`src/rtl/pulse_stretcher_pkg.sv`:
```
// Shared constants for the pulse stretcher.
// Holds the FSM state encoding, the default phase lengths and queue depth,
// and a small max() helper that is used to size the phase counter.
package pulse_stretcher_pkg;

  localparam logic [1:0] STATE_IDLE = 2'd0;
  localparam logic [1:0] STATE_HIGH = 2'd1;
  localparam logic [1:0] STATE_GAP  = 2'd2;

  typedef enum logic [1:0] {
    ST_IDLE = STATE_IDLE,
    ST_HIGH = STATE_HIGH,
    ST_GAP  = STATE_GAP
  } state_e;

  localparam int unsigned DEFAULT_HIGH_CYCLES = 4;
  localparam int unsigned DEFAULT_GAP_CYCLES  = 2;
  localparam int unsigned DEFAULT_MAX_PENDING = 3;

  function automatic int unsigned max_u(input int unsigned a, input int unsigned b);
    return (a > b) ? a : b;
  endfunction

endpackage

```
`src/rtl/pulse_stretcher_phase_counter.sv`:
```
// Down-counter that times one FSM phase.
// Ports:
//   clk        clock
//   srst       synchronous active-high reset, clears the count
//   load       load load_value this cycle (has priority over enable)
//   load_value value loaded; a phase of N cycles is loaded with N-1
//   enable     decrement by one (holds at zero)
//   zero       high when the current count is zero, i.e. last phase cycle
module phase_counter #(
  parameter int unsigned WIDTH = 3
) (
  input  logic             clk,
  input  logic             srst,
  input  logic             load,
  input  logic [WIDTH-1:0] load_value,
  input  logic             enable,
  output logic             zero
);

  logic [WIDTH-1:0] count_q;
  logic [WIDTH-1:0] count_d;

  always_comb begin
    count_d = count_q;
    if (load) begin
      count_d = load_value;
    end else if (enable && (count_q != '0)) begin
      count_d = count_q - WIDTH'(1);
    end
  end

  always_ff @(posedge clk) begin
    if (srst) begin
      count_q <= '0;
    end else begin
      count_q <= count_d;
    end
  end

  assign zero = (count_q == '0);

endmodule

```
`src/rtl/pulse_stretcher.sv`:
```
// Pulse stretcher: every trigger on iSig produces a HIGH_CYCLES-long high
// interval on oSig followed by GAP_CYCLES forced low. Triggers arriving while
// busy are queued in a saturating counter (depth MAX_PENDING); a trigger that
// finds the queue full is dropped and flagged on oOverflow for one cycle.
// Ports:
//   iClk      clock
//   iRst      synchronous active-high reset
//   iSig      trigger, one trigger per cycle sampled high
//   oSig      stretched output, high exactly while in HIGH (registered)
//   oBusy     high whenever not IDLE (registered)
//   oPending  number of queued triggers
//   oOverflow one-cycle pulse after a trigger was dropped
module pulse_stretcher
  import pulse_stretcher_pkg::*;
#(
  parameter int unsigned HIGH_CYCLES = DEFAULT_HIGH_CYCLES,
  parameter int unsigned GAP_CYCLES  = DEFAULT_GAP_CYCLES,
  parameter int unsigned MAX_PENDING = DEFAULT_MAX_PENDING
) (
  input  logic                             iClk,
  input  logic                             iRst,
  input  logic                             iSig,
  output logic                             oSig,
  output logic                             oBusy,
  output logic [$clog2(MAX_PENDING+1)-1:0] oPending,
  output logic                             oOverflow
);

  localparam int unsigned CNT_W  = $clog2(max_u(HIGH_CYCLES, GAP_CYCLES) + 1);
  localparam int unsigned PEND_W = $clog2(MAX_PENDING + 1);

  state_e              state_q, state_d;
  logic [PEND_W-1:0]   pending_q, pending_d;
  logic                overflow_q, overflow_d;
  logic                sig_q, sig_d;
  logic                busy_q, busy_d;

  logic                cnt_load;
  logic [CNT_W-1:0]    cnt_load_value;
  logic                cnt_enable;
  logic                cnt_zero;

  // consume_direct: this cycle's iSig starts the next high interval itself.
  // consume_queued: a queued trigger starts the next high interval.
  logic                consume_direct;
  logic                consume_queued;
  logic                queue_trig;

  phase_counter #(
    .WIDTH(CNT_W)
  ) u_phase_counter (
    .clk        (iClk),
    .srst       (iRst),
    .load       (cnt_load),
    .load_value (cnt_load_value),
    .enable     (cnt_enable),
    .zero       (cnt_zero)
  );

  // Next state and phase-counter control
  always_comb begin
    state_d        = state_q;
    cnt_load       = 1'b0;
    cnt_load_value = '0;
    cnt_enable     = 1'b0;
    consume_direct = 1'b0;
    consume_queued = 1'b0;
    case (state_q)
      ST_IDLE: begin
        if (iSig) begin
          state_d        = ST_HIGH;
          cnt_load       = 1'b1;
          cnt_load_value = CNT_W'(HIGH_CYCLES - 1);
          consume_direct = 1'b1;
        end
      end
      ST_HIGH: begin
        if (cnt_zero) begin
          state_d        = ST_GAP;
          cnt_load       = 1'b1;
          cnt_load_value = CNT_W'(GAP_CYCLES - 1);
        end else begin
          cnt_enable = 1'b1;
        end
      end
      ST_GAP: begin
        if (cnt_zero) begin
          // Queued triggers are older than the current one, so they go first;
          // a concurrent iSig then simply takes the freed queue slot.
          if (pending_q != '0) begin
            state_d        = ST_HIGH;
            cnt_load       = 1'b1;
            cnt_load_value = CNT_W'(HIGH_CYCLES - 1);
            consume_queued = 1'b1;
          end else if (iSig) begin
            state_d        = ST_HIGH;
            cnt_load       = 1'b1;
            cnt_load_value = CNT_W'(HIGH_CYCLES - 1);
            consume_direct = 1'b1;
          end else begin
            state_d = ST_IDLE;
          end
        end else begin
          cnt_enable = 1'b1;
        end
      end
      default: begin
        state_d = ST_IDLE;
      end
    endcase
  end

  // Pending queue update and overflow detection
  always_comb begin
    pending_d  = pending_q;
    overflow_d = 1'b0;
    queue_trig = iSig && !consume_direct;
    if (queue_trig && !consume_queued) begin
      if (pending_q == PEND_W'(MAX_PENDING)) begin
        overflow_d = 1'b1;
      end else begin
        pending_d = pending_q + PEND_W'(1);
      end
    end else if (!queue_trig && consume_queued) begin
      pending_d = pending_q - PEND_W'(1);
    end
  end

  // Outputs are registered from the next state so they line up with state_q
  always_comb begin
    sig_d  = (state_d == ST_HIGH);
    busy_d = (state_d != ST_IDLE);
  end

  always_ff @(posedge iClk) begin
    if (iRst) begin
      state_q    <= ST_IDLE;
      pending_q  <= '0;
      overflow_q <= 1'b0;
      sig_q      <= 1'b0;
      busy_q     <= 1'b0;
    end else begin
      state_q    <= state_d;
      pending_q  <= pending_d;
      overflow_q <= overflow_d;
      sig_q      <= sig_d;
      busy_q     <= busy_d;
    end
  end

  assign oSig      = sig_q;
  assign oBusy     = busy_q;
  assign oPending  = pending_q;
  assign oOverflow = overflow_q;

endmodule

```
`config.mk`:
```
export PLATFORM = sky130hd
export DESIGN_NAME = pulse_stretcher
export DESIGN_NICKNAME = d
export VERILOG_FILES = /design/src/rtl/pulse_stretcher_pkg.sv /design/src/rtl/pulse_stretcher_phase_counter.sv /design/src/rtl/pulse_stretcher.sv
export SDC_FILE = /design/constraint.sdc
export NUM_CORES = 1
export LEC_CHECK = 0
export CAP_MARGIN = 20
export CORE_AREA = 3 3 40 42
export DETAILED_ROUTE_END_ITERATION = 8
export DIE_AREA = 0 0 43 45
export PLACE_DENSITY_LB_ADDON = 0.05
export SETUP_SLACK_MARGIN = 0.05
export SLEW_MARGIN = 20
export SYNTH_ARGS = -nofsm -noshare
export SYNTH_HDL_FRONTEND = slang
export SYNTH_SLANG_ARGS = --single-unit
export TNS_END_PERCENT = 50
```
`constraint.sdc`:
```
create_clock -name iClk -period 2.1 [get_ports iClk]
set_input_delay 0.21 -clock iClk [delete_from_list [all_inputs] [get_ports iClk]]
set_output_delay 0.21 -clock iClk [all_outputs]
set_load 0.05 [all_outputs]
```
==> results.md <==
- Crit path max-delay family: buffers and inverters
- Gp weighted congestion: 0.8368
- First-pass GRT wire length: 2063 um
- Yosys top cell by area: dfxtp_1
- Die width: 43 um
- TNS Setup: 0 ns
- Setup slack after layout: 0.3084 ns
- Syn nets: 78
- Post-Layout Inst Area: 749.5 um2
- CP required: 1.89 ns
- CTS max path bufs: 2
- Post-synth EDFFs: 0
- CP Class: flop to output port
- # setup viols final: 0
- CTS Hold Buffers Added: 0
- CTS resizes: 0
- Floorplan core area: 1285 um2
- Minimum clock period: 1.792 ns
- Mapped Area: 628.1 um2
- I/O pin count: 8
- Postcts setup bufs: 0
- Drt pass-1 iters: 4
- CTS tree: yes
- Peak VDD IR: 603.4 uV
- Antenna cells: 0
- Final Util: 58.33%
- Initial antenna violation count: 0
- Total Nets Final: 89
- Skew-Pair Late Insertion Delay: 0.27 ns
- Critical path fanouts, max: 7
- Least-Margin Pin Slew: 0.5039 ns
- Via density: 5.532
- Num CTS Buffers: 3
- GRT Total Usage: 14.26%
- CP arrival: 1.58 ns
- Final wirelength: 1187 um
- Filler Cell Count: 125
- Syn Inst Count: 69
- Synth Flop Type: dfxtp_1
- Placed Instance Area: 713.2 um2
- Post-synthesis cell type count: 31
- Post-route antenna net violation count: 0
- Crit. End Element: output port
- RSZ-0062 raised after global routing: false
- # port buffers: 7
- Slew Viols, Final: 0
- Placed insts: 90
- Pre-CTS setup slack: 0.3859 ns
- Layout cells sized above 1: 11.39%
- Setup Skew: 0.003460 ns
- Max Cap Viol: 0
- Fin crit share: 85.32%
- Fin Hold WS: 0.5542 ns
- Via Count: 520
- Detailed Place HPWL: 921.9 um
- Class of the worst hold path: flop to flop
- Root Driver: clkbuf_4
- Register area share after synthesis: 31.87%
- Leakage: 0.3221 nW
- Layout Cells excl Fill: 94
- Congestion Overflow GR: 0
- Number of H-tree levels: 1
- Slowest stage delay, CP: 0.85 ns
- Synth area leaders: dfxtp_1 32%, ha_1 12%, a21oi_1 4.8%
- Endpoints failing hold: 0
- Count leader, synth: dfxtp_1
- Power density over the cells: 1063 nW/um2
- Crit-path slowest cell: clkdlybuf4s50_1
- Die area: 1935 um2
- CP Launch Type: flop
- Fmax: 0.5582 GHz
- Outcome: completed
- Yosys warns: 0
- Initial Utilization: 48.88%
- Synth Register Bits: 10
- CP Cell Sequence: clkdlybuf4s50_1
- Post-route DRC: 0
- Clk sinks: 10
- WP buf/inv: 1
- WL/cell: 12.63 um
- Clock Pin Slew Worst Setup and Hold Paths: 0.07 ns
- # rows: 13
- Vias in the first global route: 510
- Rel. slew slack: 66.30%
- R2r setup slk: 0.37 ns
- Area delta synth->final: 19.32%
- Total Power: 0.7967 mW
- Pin count of the biggest net entering global routing: 10
- DRT iter0 DRCs: 5
- Die Ht: 45 um
- Avg Inst Size Synth: 9.103 um2
- Most instantiated cells after synthesis: 10 x dfxtp_1, 6 x a21oi_1, 6 x ha_1, 5 x inv_1
- Share of the synthesized area in the top cell type: 31.87%
- Async S/R FF share, synth: 0%
==> metal layers <==
layer	share of wire, %	vias up	wire length [um]	global-route usage [%]
met3	5.6	5	66	4.382
met5	0	-	0	0
met4	2.4	0	29	7.229
met2	45	15	529	22.46
li1	-	270	-	-
met1	47	230	561	17.68
==> layout by cell type, fill, tap and decap left out, types with 2 or more instances in the layout <==
cell             synthesis  final
dfxtp_1                 10     10
clkdlybuf4s50_1          0      7
a21oi_1                  6      6
ha_1                     6      6
inv_1                    5      5
nor3_1                   4      4
o21ai_0                  4      4
nor2_1                   4      4
and2_1                   3      3
and4b_1                  3      3
clkbuf_4                 0      3
nor2b_1                  2      2
o21bai_1                 2      2
==> power breakdown <==
group / internal [mW] / switching [mW]
sequential: 0.228 / 0.0312
combinational: 0.154 / 0.207
clock: 0.105 / 0.0718
==> cell type report <==
| class | count | area (um2) | share of cell area [%] |
|---|---|---|---|
| well taps | 15 | 18.77 | 2.504 |
| clock buffers | 4 | 36.28 | 4.841 |
| inverters | 5 | 18.77 | 2.504 |
| repair buffers | 7 | 70.07 | 9.349 |
| multi-input cells | 53 | 405.4 | 54.09 |
| flip-flops and latches | 10 | 200.2 | 26.71 |
==> registers in the layout (all words and copies together), names as in the netlist <==
signal                   count
state_q                      2
u_phase_counter.count_q      3
oBusy                        1
oOverflow                    1
oSig                         1
oPending                     2
==> kinds of logic after synthesis <==
family	count (synthesis)	share of synthesized area [%]
buffers and inverters	6	3.585
DFF	10	31.87
xor gates and xnor gates	2	2.789
and+or+nand+nor	25	28.29
AOI/OAI and AO/OA	19	19.92
adders and majority gates	6	11.95
muxes	1	1.594
==> tightest hold or removal path: stages, from the launching register on <==
cell and delay, ns:
dfxtp_1 0.36, o21ai_0 0.09, a21oi_1 0.06
==> worst paths after layout <==
| check | start | end | cells after the start |
|---|---|---|---|
| max | oPending[0] | oPending[0] | 1 |
| min | oPending[1] | oPending[1] | 2 |
| max reg2reg | u_phase_counter.count_q[0] | u_phase_counter.count_q[2] | 6 |
| min reg2reg | oPending[1] | oPending[1] | 2 |
Note: power is estimated with default switching activity, not from simulation.
